==> src/rtl/bsg_manycore_host_pkg.sv <==
// rtl/bsg_manycore_host_pkg.sv - shared states and EPA constants for the host loader
package bsg_manycore_host_pkg;

  // Loader sequence: stream program, wait for responses, unfreeze, watch, stop.
  typedef enum logic [2:0] {
    e_load,
    e_drain,
    e_unfreeze,
    e_run,
    e_done
  } host_loader_state_e;

  // Packet opcode for a remote store.
  localparam logic [1:0] e_op_store = 2'b01;

  // EPAs the loader writes to or watches for.
  localparam logic [27:0] FREEZE_CSR_EPA = 28'h0000100;
  localparam logic [27:0] FINISH_EPA     = 28'h000EAD0;
  localparam logic [27:0] FAIL_EPA       = 28'h000EAD8;

endpackage

==> src/rtl/bsg_manycore_host_loader_if.sv <==
// rtl/bsg_manycore_host_loader_if.sv - load, packet, request and status bundle of the host loader
interface bsg_manycore_host_loader_if #(
  parameter int addr_width_p      = 28,
  parameter int data_width_p      = 32,
  parameter int x_cord_width_p    = 2,
  parameter int y_cord_width_p    = 3,
  parameter int max_out_credits_p = 16
) ();

  localparam int packet_width_lp = 2 + data_width_p/8 + addr_width_p + data_width_p
                                   + 2*(x_cord_width_p + y_cord_width_p);
  localparam int credit_width_lp = $clog2(max_out_credits_p+1);

  logic                       load_v_i;
  logic [addr_width_p-1:0]    load_addr_i;
  logic [data_width_p-1:0]    load_data_i;
  logic [x_cord_width_p-1:0]  load_x_i;
  logic [y_cord_width_p-1:0]  load_y_i;
  logic                       load_last_i;
  logic                       load_yumi_o;
  logic                       pkt_v_o;
  logic [packet_width_lp-1:0] pkt_o;
  logic                       pkt_ready_i;
  logic                       credit_return_i;
  logic                       req_v_i;
  logic [addr_width_p-1:0]    req_addr_i;
  logic [data_width_p-1:0]    req_data_i;
  logic                       req_yumi_o;
  logic                       done_o;
  logic                       fail_o;
  logic [credit_width_lp-1:0] out_credits_o;

  modport master (
    input  load_v_i, load_addr_i, load_data_i, load_x_i, load_y_i, load_last_i,
    input  pkt_ready_i, credit_return_i, req_v_i, req_addr_i, req_data_i,
    output load_yumi_o, pkt_v_o, pkt_o, req_yumi_o, done_o, fail_o, out_credits_o
  );

  modport slave (
    output load_v_i, load_addr_i, load_data_i, load_x_i, load_y_i, load_last_i,
    output pkt_ready_i, credit_return_i, req_v_i, req_addr_i, req_data_i,
    input  load_yumi_o, pkt_v_o, pkt_o, req_yumi_o, done_o, fail_o, out_credits_o
  );

endinterface

==> src/rtl/bsg_manycore_credit_counter.sv <==
// rtl/bsg_manycore_credit_counter.sv - saturating up/down counter of available store credits
module bsg_manycore_credit_counter #(
  parameter int max_p   = 16,
  parameter int width_p = $clog2(max_p+1)
) (
  input  logic               clk_i,
  input  logic               reset_i,
  input  logic               up_i,
  input  logic               down_i,
  output logic [width_p-1:0] count_o
);

  localparam logic [width_p-1:0] full_lp = width_p'(max_p);

  // Starts full; a send and a return in the same cycle cancel out; both ends saturate.
  always_ff @(posedge clk_i) begin
    if (reset_i) begin
      count_o <= full_lp;
    end else if (up_i && !down_i && count_o != full_lp) begin
      count_o <= count_o + 1'b1;
    end else if (down_i && !up_i && count_o != '0) begin
      count_o <= count_o - 1'b1;
    end
  end

  // A return with every credit already home means the endpoint returned more than was sent.
  assert property (@(posedge clk_i) disable iff (reset_i)
                   !(up_i && !down_i && count_o == full_lp));

endmodule

==> src/rtl/bsg_manycore_host_loader.sv <==
// rtl/bsg_manycore_host_loader.sv - host sequencer: program load, tile unfreeze, finish/fail watch
module bsg_manycore_host_loader
  import bsg_manycore_host_pkg::*;
#(
  parameter int addr_width_p      = 28,
  parameter int data_width_p      = 32,
  parameter int x_cord_width_p    = 2,
  parameter int y_cord_width_p    = 3,
  parameter int num_tiles_x_p     = 4,
  parameter int num_tiles_y_p     = 4,
  parameter int max_out_credits_p = 16
) (
  input logic clk_i,
  input logic reset_i,
  bsg_manycore_host_loader_if.master io
);

  localparam int credit_width_lp = $clog2(max_out_credits_p+1);
  localparam logic [credit_width_lp-1:0] credits_full_lp = credit_width_lp'(max_out_credits_p);
  localparam logic [x_cord_width_p-1:0]  x_last_lp = x_cord_width_p'(num_tiles_x_p-1);
  localparam logic [y_cord_width_p-1:0]  y_last_lp = y_cord_width_p'(num_tiles_y_p-1);

  host_loader_state_e state_r, state_n;

  logic [credit_width_lp-1:0] credits;
  logic [x_cord_width_p-1:0]  x_r, dst_x;
  logic [y_cord_width_p-1:0]  y_r, dst_y;
  logic [addr_width_p-1:0]    pkt_addr;
  logic [data_width_p-1:0]    pkt_data;
  logic                       pkt_v, load_yumi, send;
  logic                       done_r, fail_r;
  logic                       is_finish, is_fail;
  logic                       unused_req_data;

  assign unused_req_data = ^io.req_data_i;
  assign is_finish = io.req_addr_i == addr_width_p'(FINISH_EPA);
  assign is_fail   = io.req_addr_i == addr_width_p'(FAIL_EPA);
  assign send      = pkt_v && io.pkt_ready_i;

  bsg_manycore_credit_counter #(
    .max_p   (max_out_credits_p),
    .width_p (credit_width_lp)
  ) credit_counter (
    .clk_i   (clk_i),
    .reset_i (reset_i),
    .up_i    (io.credit_return_i),
    .down_i  (send),
    .count_o (credits)
  );

  // State register.
  always_ff @(posedge clk_i) begin
    if (reset_i) state_r <= e_load;
    else         state_r <= state_n;
  end

  // Next state and packet contents; load words pass straight through, unfreeze stores come from the sweep counters.
  always_comb begin
    state_n   = state_r;
    pkt_v     = 1'b0;
    load_yumi = 1'b0;
    pkt_addr  = io.load_addr_i;
    pkt_data  = io.load_data_i;
    dst_x     = io.load_x_i;
    dst_y     = io.load_y_i;
    case (state_r)
      e_load: begin
        pkt_v     = io.load_v_i && (credits != '0);
        load_yumi = pkt_v && io.pkt_ready_i;
        if (load_yumi && io.load_last_i) state_n = e_drain;
      end
      e_drain: begin
        if (credits == credits_full_lp) state_n = e_unfreeze;
      end
      e_unfreeze: begin
        pkt_v    = credits != '0;
        pkt_addr = addr_width_p'(FREEZE_CSR_EPA);
        pkt_data = '0;
        dst_x    = x_r;
        dst_y    = y_r;
        if (pkt_v && io.pkt_ready_i && x_r == x_last_lp && y_r == y_last_lp) state_n = e_run;
      end
      e_run: begin
        if (io.req_v_i && (is_finish || is_fail)) state_n = e_done;
      end
      default: begin
        state_n = state_r;
      end
    endcase
    // Reset kills any packet in flight immediately.
    if (reset_i) begin
      pkt_v     = 1'b0;
      load_yumi = 1'b0;
    end
  end

  // Unfreeze sweep: x runs fastest, compute rows start at y=1; advances only on an accepted store.
  always_ff @(posedge clk_i) begin
    if (reset_i) begin
      x_r <= '0;
      y_r <= y_cord_width_p'(1);
    end else if (state_r == e_unfreeze && send) begin
      if (x_r == x_last_lp) begin
        x_r <= '0;
        y_r <= y_r + 1'b1;
      end else begin
        x_r <= x_r + 1'b1;
      end
    end
  end

  // Sticky completion flags, only armed once the program is running.
  always_ff @(posedge clk_i) begin
    if (reset_i) begin
      done_r <= 1'b0;
      fail_r <= 1'b0;
    end else if (state_r == e_run && io.req_v_i) begin
      if (is_finish) begin
        done_r <= 1'b1;
      end else if (is_fail) begin
        done_r <= 1'b1;
        fail_r <= 1'b1;
      end
    end
  end

  assign io.pkt_v_o       = pkt_v;
  assign io.load_yumi_o   = load_yumi;
  assign io.pkt_o         = {e_op_store, {(data_width_p/8){1'b1}}, pkt_addr, pkt_data,
                             dst_x, dst_y, {x_cord_width_p{1'b0}}, {y_cord_width_p{1'b0}}};
  assign io.req_yumi_o    = io.req_v_i;
  assign io.done_o        = done_r;
  assign io.fail_o        = fail_r;
  assign io.out_credits_o = credits;

endmodule

==> src/flat_wrapper.sv <==
// flat-port wrapper written by rule: the top's interface ports become plain ports
module bsg_manycore_host_loader_flat import bsg_manycore_host_pkg::*;
#(
  parameter int addr_width_p      = 28,
  parameter int data_width_p      = 32,
  parameter int x_cord_width_p    = 2,
  parameter int y_cord_width_p    = 3,
  parameter int num_tiles_x_p     = 4,
  parameter int num_tiles_y_p     = 4,
  parameter int max_out_credits_p = 16
)
  (clk_i, reset_i, io_load_v_i, io_load_addr_i, io_load_data_i, io_load_x_i, io_load_y_i, io_load_last_i, io_pkt_ready_i, io_credit_return_i, io_req_v_i, io_req_addr_i, io_req_data_i, io_load_yumi_o, io_pkt_v_o, io_pkt_o, io_req_yumi_o, io_done_o, io_fail_o, io_out_credits_o);
  bsg_manycore_host_loader_if #(.addr_width_p(addr_width_p), .data_width_p(data_width_p), .x_cord_width_p(x_cord_width_p), .y_cord_width_p(y_cord_width_p), .max_out_credits_p(max_out_credits_p)) io_i ();
  input logic clk_i;
  input logic reset_i;
  input wire logic [$bits(io_i.load_v_i)-1:0] io_load_v_i;
  input wire logic [$bits(io_i.load_addr_i)-1:0] io_load_addr_i;
  input wire logic [$bits(io_i.load_data_i)-1:0] io_load_data_i;
  input wire logic [$bits(io_i.load_x_i)-1:0] io_load_x_i;
  input wire logic [$bits(io_i.load_y_i)-1:0] io_load_y_i;
  input wire logic [$bits(io_i.load_last_i)-1:0] io_load_last_i;
  input wire logic [$bits(io_i.pkt_ready_i)-1:0] io_pkt_ready_i;
  input wire logic [$bits(io_i.credit_return_i)-1:0] io_credit_return_i;
  input wire logic [$bits(io_i.req_v_i)-1:0] io_req_v_i;
  input wire logic [$bits(io_i.req_addr_i)-1:0] io_req_addr_i;
  input wire logic [$bits(io_i.req_data_i)-1:0] io_req_data_i;
  output wire logic [$bits(io_i.load_yumi_o)-1:0] io_load_yumi_o;
  output wire logic [$bits(io_i.pkt_v_o)-1:0] io_pkt_v_o;
  output wire logic [$bits(io_i.pkt_o)-1:0] io_pkt_o;
  output wire logic [$bits(io_i.req_yumi_o)-1:0] io_req_yumi_o;
  output wire logic [$bits(io_i.done_o)-1:0] io_done_o;
  output wire logic [$bits(io_i.fail_o)-1:0] io_fail_o;
  output wire logic [$bits(io_i.out_credits_o)-1:0] io_out_credits_o;
  assign io_i.load_v_i = io_load_v_i;
  assign io_i.load_addr_i = io_load_addr_i;
  assign io_i.load_data_i = io_load_data_i;
  assign io_i.load_x_i = io_load_x_i;
  assign io_i.load_y_i = io_load_y_i;
  assign io_i.load_last_i = io_load_last_i;
  assign io_i.pkt_ready_i = io_pkt_ready_i;
  assign io_i.credit_return_i = io_credit_return_i;
  assign io_i.req_v_i = io_req_v_i;
  assign io_i.req_addr_i = io_req_addr_i;
  assign io_i.req_data_i = io_req_data_i;
  assign io_load_yumi_o = io_i.load_yumi_o;
  assign io_pkt_v_o = io_i.pkt_v_o;
  assign io_pkt_o = io_i.pkt_o;
  assign io_req_yumi_o = io_i.req_yumi_o;
  assign io_done_o = io_i.done_o;
  assign io_fail_o = io_i.fail_o;
  assign io_out_credits_o = io_i.out_credits_o;
  bsg_manycore_host_loader #(.addr_width_p(addr_width_p), .data_width_p(data_width_p), .x_cord_width_p(x_cord_width_p), .y_cord_width_p(y_cord_width_p), .num_tiles_x_p(num_tiles_x_p), .num_tiles_y_p(num_tiles_y_p), .max_out_credits_p(max_out_credits_p)) u_core (.clk_i(clk_i), .reset_i(reset_i), .io(io_i));
endmodule
==> config.mk <==
export PLATFORM = sky130hd
export DESIGN_NAME = bsg_manycore_host_loader_flat
export DESIGN_NICKNAME = d
export VERILOG_FILES = /design/src/rtl/bsg_manycore_host_pkg.sv /design/src/rtl/bsg_manycore_host_loader_if.sv /design/src/rtl/bsg_manycore_credit_counter.sv /design/src/rtl/bsg_manycore_host_loader.sv /design/src/flat_wrapper.sv
export SDC_FILE = /design/constraint.sdc
export NUM_CORES = 1
export LEC_CHECK = 0
export CAP_MARGIN = 10
export CELL_PAD_IN_SITES_DETAIL_PLACEMENT = 1
export CELL_PAD_IN_SITES_GLOBAL_PLACEMENT = 1
export CORE_AREA = 2 2 84 86
export DETAILED_ROUTE_END_ITERATION = 12
export DIE_AREA = 0 0 86 88
export DONT_BUFFER_PORTS = 1
export GPL_ROUTABILITY_DRIVEN = 1
export PLACE_DENSITY = 0.54
export SETUP_SLACK_MARGIN = 0.2
export SLEW_MARGIN = 20
export SYNTH_ARGS = -nofsm -noshare
export SYNTH_HDL_FRONTEND = slang
export SYNTH_HIERARCHICAL = 1
export SYNTH_SLANG_ARGS = --single-unit
==> constraint.sdc <==
create_clock -name clk_i -period 3.71 [get_ports clk_i]
set_input_delay 0.5565 -clock clk_i [delete_from_list [all_inputs] [get_ports clk_i]]
set_output_delay 0.5565 -clock clk_i [all_outputs]
set_load 0.01 [all_outputs]
Word level (Yosys, flattened, before mapping)
Cells that the tools add are included.
{ "classes": {"eq_ne": 13, "n_mul": 0, "div": 0, "bitwise_logic": 1, "shifts": 0, "mux": 18, "add_sub_neg": 4, "order_cmp": 0, "reduce_logical": 26} }
{ "ops": {"columns": ["operator", "count"], "rows": [
  ["28-bit by 16-bit equality test with 1-bit output, second input constant", 2],
  ["32-bit 2-to-1 mux", 1],
  ["28-bit 2-to-1 mux", 1],
  ["3-bit 2-to-1 mux", 5],
  ["1-bit logical AND", 14],
  ["3-bit case mux with 4 select lines", 1],
  ["5-bit 2-to-1 mux", 2],
  ["3-bit by 2-bit equality test with 1-bit output, second input constant", 3],
  ["2-bit by 1-bit != test with 1-bit output, second input constant", 4],
  ["5-bit by 1-bit adder with 5-bit output, second input constant", 1],
  ["5-bit equality test, second input constant", 1],
  ["1-bit 2-to-1 mux", 5],
  ["5-bit != test, second input constant", 1],
  ["5-bit AND reduction", 1],
  ["5-bit nonzero test", 1],
  ["5-bit by 1-bit subtractor with 5-bit output, second input constant", 1],
  ["2-bit 2-to-1 mux", 2],
  ["2-bit AND reduction", 2],
  ["2-bit nonzero test", 2],
  ["4-bit nonzero test", 1],
  ["3-bit by 1-bit adder with 3-bit output, second input constant", 1],
  ["3-bit by 1-bit equality test with 1-bit output, second input constant", 1],
  ["3-bit zero test", 1],
  ["3-bit AND reduction", 1],
  ["other kinds (6)", 7]
]} }
{ "totals": {"register_bits": 15, "ram_bits": 0, "n_memories": 0, "out_inout_bits": 86, "wordCells": 68, "romBits": 0, "latchBits": 0} }

Longest topological paths before layout
Gate-level depths: netlist of run 1.
{ "depth": {"word_depth": 9, "ltp_mapped": 13, "mapped_depth_nobuf": 12} }

Modules after synthesis
The synthesis of run 1 kept the hierarchy.
{ "by_module_without_submodules": {"columns": ["module", "seq_area_each_um2", "cells_each", "area_each_um2", "instances"], "rows": [
  ["bsg_manycore_host_loader", 200.2, 152, 1143.6, 1],
  ["bsg_manycore_credit_counter", 100.1, 42, 399.1, 1]
]} }

Least setup slack after synthesis of run 1
Ideal clock, no wire load.
{ "synth_path": {"path_kind": "flip-flop to flip-flop", "from": "register u_core.credit_counter.count_o[1]", "to": "register u_core.credit_counter.count_o[4]", "arrival_ns": 3.101, "t_required_ns": 3.590, "setup_time_ns": 0.120, "slack_ns": 0.489, "stages_incl_launch_ff": 13, "cell_sequence": "dfxtp_1 > or4_4 > o21ai_0 > nor4_1 > and2_1 > nand2b_1 > a21oi_2 > inv_1 > fa_1 > a21o_1 > a21oi_1 > mux4_2 > or2_1"} }
{ "synth_between": {"elab_chain_cells": 9} }
{ "synth_rtl": {"columns": ["element", "line", "text"], "rows": [
  ["from (decl)", "bsg_manycore_credit_counter.sv:10", "output logic [width_p-1:0] count_o"],
  ["from (signal assigned)", "bsg_manycore_credit_counter.sv:18", "count_o <= full_lp;"],
  ["from (signal assigned)", "bsg_manycore_credit_counter.sv:20", "count_o <= count_o + 1'b1;"],
  ["from (signal assigned)", "bsg_manycore_credit_counter.sv:22", "count_o <= count_o - 1'b1;"],
  ["5-bit nonzero test *", "bsg_manycore_host_loader.sv:68, bsg_manycore_host_loader.sv:76", null],
  ["1-bit logical AND", "bsg_manycore_host_loader.sv:68", "pkt_v = io.load_v_i && (credits != '0);"],
  ["1-bit case mux with 2 select lines *", "bsg_manycore_host_loader.sv:66", "case (state_r)"],
  ["1-bit 2-to-1 mux *", "bsg_manycore_host_loader.sv:91", "if (reset_i) begin"],
  ["net io_pkt_v_o", "flat_wrapper.sv:28", "output wire logic [$bits(io_i.pkt_v_o)-1:0] io_pkt_v_o;"],
  ["1-bit logical AND *", "bsg_manycore_host_loader.sv:38", "assign send = pkt_v && io.pkt_ready_i;"],
  ["net u_core.send", "bsg_manycore_host_loader.sv:30", "logic pkt_v, load_yumi, send;"],
  ["1-bit zero test", "bsg_manycore_credit_counter.sv:19", "end else if (up_i && !down_i && count_o != full_lp) begin"],
  ["1-bit logical AND (2 in a row)", "bsg_manycore_credit_counter.sv:19", null],
  ["5-bit 2-to-1 mux or 2-bit nonzero test (tied branches)", null, null]
]} }
Mark *: on every way through the listed nets, which the timed path passes. The rest lies on a longest branch. The select of a mux whose other input is x is not followed.
A chain may end at the register's enable or synchronous reset.

Worst setup path after layout of run 1
Same ends and word-level chain as after synthesis.

==> results of run 1 <==
## cells in the final DEF, fill, tap and decap left out, types with 2 or more instances in the layout
cell       n
nor2_1     6
ha_1       6
a21oi_1    6
o41ai_1    2
mux2_2     5
o21ai_0    3
nor4b_1    3
nand2b_1   3
mux2i_1    3
or4_4      3
conb_1    11
xnor2_1    3
nor2b_1   64
and2_1     2
buf_4      8
nor3_1     4
a211oi_1   2
nand4_1    2
nor4_1     4
nand2_1    5
clkbuf_8   3
inv_1      8
dfxtp_1   15
## area by class of cell
class | count | area (sq um) | share of cell area (%)
clock buffers | 4 | 45.0 | 2.67
inverters | 8 | 30.0 | 1.78
multi-input cells | 160 | 1130 | 67.1
flip-flops and latches | 15 | 300 | 17.8
well taps | 80 | 100 | 5.93
repair buffers | 9 | 80.1 | 4.75
## state kept, by name, summed over array words and instances, names as in the netlist
register and flops:
u_core/credit_counter/count_o 5, u_core/io.done_o 1, u_core/io.fail_o 1, u_core/state_r 3, u_core/x_r 2, u_core/y_r 3
## Yosys cell counts (3+ instances only)
cell,instances,area [sq um]
a21oi_1,6,30.0
buf_4,12,90.1
clkbuf_1,7,26.3
dfxtp_1,15,300
ha_1,6,75.1
inv_1,8,30.0
mux2_2,5,56.3
mux2i_1,3,30.0
nand2_1,5,18.8
nand2b_1,3,18.8
nor2_1,6,22.5
nor2b_1,64,400
nor3_1,4,20.0
nor4_1,4,25.0
nor4b_1,3,26.3
o21ai_0,3,15.0
or4_4,3,33.8
xnor2_1,3,26.3
## worst reg2reg max path: stages (launching register included)
cell and delay (ns):
dfxtp_1 0.33, or4_4 0.57, o21ai_0 0.17, nor4_1 0.12, and2_1 0.21, nand2b_1 0.17, a21oi_2 0.14, inv_1 0.12
fa_1 0.41, a21o_1 0.19, a21oi_1 0.22, mux4_2 0.32, or2_1 0.21
## per-stage QoR
step | cell area [sq um] | hold slack [ns]
after floorplan | 1580 | 0.470
after global placement | 1640 | 0.480
after detailed placement | 1640 | 0.484
after CTS | 1690 | 0.366
after global routing | 1690 | 0.361
final | 1690 | 0.374
## logic make-up after synthesis
kind of cell | after synthesis
flops | 15
xor+xnor | 3
mux | 9
other cells | 2
simple gates | 107
compound gates | 23
buf+inv | 28
fa+ha+maj | 7
## report_power, final
part / switching, mW / internal [mW]
logic: 0.319 / 0.245
clock network: 0.0561 / 0.0760
registers: 0.0203 / 0.188
## path summary, 6_finish.rpt
check	from	to	slack [ns]	depth (start not counted)
worst max-delay path	u_core/credit_counter/count_o[1]	u_core/credit_counter/count_o[4]	0.43	12
worst min-delay path	reset_i	u_core/x_r[1]	0.37	1
worst max register to register	u_core/credit_counter/count_o[1]	u_core/credit_counter/count_o[4]	0.43	12
worst min register to register	u_core/io.done_o	u_core/io.done_o	0.49	2
## layer usage
| metal | track usage, % | part of all wire, % | up-vias |
|---|---|---|---|
| met2 | 17.5 | 48 | 111 |
| li1 | - | - | 645 |
| met5 | 0 | 0 | - |
| met4 | 2.60 | 0.79 | 0 |
| met1 | 12.8 | 41 | 627 |
| met3 | 2.83 | 10 | 4 |
==> flow_metrics.tcl, run 1 <==
set metrics [dict create \
    die_h_microns 88 \
    worstPathCellList "or4_4, o21ai_0, nor4_1, and2_1, nand2b_1, a21oi_2, inv_1, fa_1, a21o_1, a21oi_1, mux4_2, or2_1" \
    grt_pass1_wl_microns 6020 \
    grt_max_degree 43 \
    finalNetCount 336 \
    core_sq_um 6640 \
    ys.flop_type "dfxtp_1" \
    cp_num_buf_inv 1 \
    via_per_inst 5.03 \
    ctsResizeCount 0 \
    cp_data_arrival_time_ns 3.42 \
    num_rows 30 \
    slowest_stage "or4_4" \
    finalClockSkew_ns 0.00171 \
    power_density_nw_per_um2 536 \
    drive_gt1_share_pct 14.3 \
    maxSlewViolCount 0 \
    rsz0062_at_grt "false" \
    fillerInstances 796 \
    yosys.area_share.adder_pct 6.16 \
    synth-xor-area-share_pct 1.70 \
    synth.avg_cell_area_sq_um 7.95 \
    die_area_sq_um 7570 \
    synth-seq-cells 15 \
    synth_simple_gate_area_share_pct 44.8 \
    status "complete, no violations" \
    worstPathRequired_ns 3.85 \
    final_antenna_net_count 0 \
    diodes 0 \
    via_count 1387 \
    wl_microns 4550 \
    cts_setup_buffers 0 \
    max-vdd-ir-drop_mv 0.143 \
    grt_pass1_vias 1253 \
    hold_viol_final 0 \
    pre_cts_slack_ns 0.426 \
    instances_no_fill 276 \
    synth_top_family_by_area "simple AND/OR/NAND/NOR gates" \
    clk_latency_ns 0.25 \
    synth_mux_area_share_pct 7.06 \
    cts_hold_buf 0 \
    placed_cells 272 \
    utilization_pct 25.4 \
    cp_max_fo 5 \
    syn_inst 194 \
    yosys_warnings 6 \
    start_util_pct 23.2 \
    die_w_microns 86 \
    io_pins 218 \
    hold_class "input pin to flop" \
    synth_compound_area_share_pct 10.5 \
    cp_top_family "simple AND/OR/NAND/NOR gates" \
    period_needed_ns 3.28 \
    path_clk_slew_ns 0.06 \
    drc_errors 0 \
    htreeDepth 1 \
    drt_iter0_drc 18 \
    start_kind "flop" \
    synth_area_sq_um 1540 \
    post-route-period-util_pct 88.5 \
    cts_tree "yes" \
    fin_ws_ns 0.428 \
    root_buffer "clkbuf_8" \
    drt-pass1-iter-count 4 \
    critPathMaxStageDelay_ns 0.57 \
    drv_cap 0 \
    port_buffers 0 \
    synth-edff-count 0 \
    yosysSeqAreaShare_pct 19.5 \
    leakagePower_nw 0.666 \
    tightest_slew_ns 0.704 \
    cts_max_path_buffers 2 \
    cts_buffers 3 \
    grt_usage_pct 10.3 \
    ys_async_sr_fraction_pct 0 \
    routabilityCongestion 0.676 \
    grt.overflow.total 0 \
    end_kind "flop" \
    cts.sinks 15 \
    relSlewSlack_pct 52.7 \
    crit_type "flop to flop" \
    setup_viol 0 \
    setup_tns_ns 0 \
    area_delta_synth_final_pct 9.33 \
    antenna_found_initial 0 \
    fin_total_pwr_mw 0.904 \
    fmax_mhz 305 \
    ys_types 47 \
    dp.final_hpwl_microns 3840 \
    post_drt_wl_per_cell_microns 16.5 \
]
Power figures use the tool's default switching activity.
==> run 2: changes to the inputs <==
Settings changed: BUFFER_PORTS_ARGS set to -buffer_cell sky130_fd_sc_hd__buf_2, CORE_AREA 2 2 84 86 to not set, CORE_MARGIN set to 2, CORE_UTILIZATION set to 18, DIE_AREA 0 0 86 88 to not set, DONT_BUFFER_PORTS 1 to not set, PLACE_DENSITY 0.54 to 0.81, REMOVE_ABC_BUFFERS set to 1.
==> flow_metrics.tcl, run 2 (synthesized netlist as in run 1, its figures left out) <==
set metrics [dict create \
    start_util_pct 18.7 \
    largest_reg_flops 5 \
    diodes 0 \
    wl_microns 6340 \
    path_clk_slew_ns 0.06 \
    hold_class "flop to flop" \
    fin_ws_ns 0.449 \
    num_rows 33 \
    final_antenna_net_count 0 \
    drive_gt1_share_pct 54.6 \
    max-vdd-ir-drop_mv 0.156 \
    die_w_microns 96.6 \
    drt_iter0_drc 10 \
    reg_top3 "u_core/credit_counter/count_o: 5 flops, u_core/state_r: 3 flops, u_core/y_r: 3 flops" \
    finalNetCount 510 \
    routabilityCongestion 0.733 \
    port_buffers 174 \
    cts_max_path_buffers 2 \
    utilization_pct 31.3 \
    grt_max_degree 35 \
    regMostFlops "u_core/credit_counter/count_o" \
    cts_buffers 3 \
    grt.overflow.total 0 \
    end_kind "flop" \
    worstPathCellList "or4_4, o21ai_0, nor4_1, and2_1, nand2b_1, a21oi_4, inv_1, fa_1, a21o_1, a21oi_1, mux4_2, or2_1" \
    cts_tree "yes" \
    placed_cells 470 \
    relSlewSlack_pct 66.0 \
    area_delta_synth_final_pct 67.5 \
    antenna_found_initial 1 \
    cp_top_family "simple AND/OR/NAND/NOR gates" \
    grt_pass1_vias 1816 \
    power_density_nw_per_um2 409 \
    worstPathRequired_ns 3.85 \
    cts.sinks 15 \
    io_pins 218 \
    pre_cts_slack_ns 0.282 \
    postPlaceCellArea_sq_um 2520 \
    setup_tns_ns 0 \
    final_cell_mix "buf_2, nor2b_1, dfxtp_1" \
    via_per_inst 4.16 \
    status "complete, no violations" \
    slowest_stage "or4_4" \
    cp_max_fo 6 \
    drt-pass1-iter-count 4 \
    drv_cap 0 \
    hold_viol_final 0 \
    period_needed_ns 3.26 \
    grt_usage_pct 11.6 \
    die_area_sq_um 9330 \
    post_drt_wl_per_cell_microns 13.3 \
    dp.final_hpwl_microns 5470 \
    post-route-period-util_pct 87.9 \
    via_count 1977 \
    crit_type "flop to flop" \
    rsz0062_at_grt "false" \
    worst_hold_slack_ns 0.449 \
    core_sq_um 8260 \
    setup_viol 0 \
    fin_total_pwr_mw 1.06 \
    maxSlewViolCount 0 \
    fmax_mhz 307 \
    critPathMaxStageDelay_ns 0.55 \
    final_common_cell "buf_2" \
    root_buffer "clkbuf_8" \
    tightest_slew_ns 0.509 \
    htreeDepth 1 \
    leakagePower_nw 1.36 \
    instances_no_fill 475 \
    fin_area_sq_um 2580 \
    clk_latency_ns 0.25 \
    cp_data_arrival_time_ns 3.40 \
    start_kind "flop" \
    cp_num_buf_inv 1 \
    die_h_microns 96.6 \
    grt_pass1_wl_microns 8500 \
    drc_errors 0 \
    finalClockSkew_ns 0.00323 \
]
run 2: metal layers:
metal | part of all wire [%] | up-vias | wire (microns) | global-route usage [%]
li1 | - | 988 | - | -
met1 | 38 | 905 | 2440 | 13.9
met2 | 52 | 79 | 3320 | 21.0
met3 | 8.3 | 5 | 525 | 2.17
met4 | 0.88 | 0 | 56 | 3.17
met5 | 0 | - | 0 | 0
run 2: power by group:
part | internal, mW | switching, mW
clock | 0.0762 | 0.0577
combinational | 0.346 | 0.363
sequential | 0.188 | 0.0260
run 2: timing repair:
action,CTS,global route
hold buffers,0,0
gates resized for setup,0,1
setup endpoints to repair,0,1
buffers inserted,0,1
run 2: worst paths after layout:
kind	start	end	slack (ns)	cells after the start
worst max-delay path	u_core/credit_counter/count_o[3]	u_core/credit_counter/count_o[4]	0.45	12
worst min-delay path	u_core/io.done_o	u_core/io.done_o	0.45	2
worst max register to register	u_core/credit_counter/count_o[3]	u_core/credit_counter/count_o[4]	0.45	12
worst min register to register	u_core/io.done_o	u_core/io.done_o	0.45	2
run 2: cell type report:
cell class	instances	area (sq um)
clock buffers	4	45.0
fillers	1079	5670
inverters	8	30.0
multi-input cells	160	1140
flip-flops and latches	15	300
well taps	105	131
repair buffers	183	938
run 2: worst reg2reg max path: stages, from the launching register on:
cell	delay, ns
dfxtp_1	0.39
or4_4	0.55
o21ai_0	0.19
nor4_1	0.08
and2_1	0.19
nand2b_1	0.20
a21oi_4	0.15
inv_1	0.12
fa_1	0.42
a21o_1	0.19
a21oi_1	0.17
mux4_2	0.30
or2_1	0.21
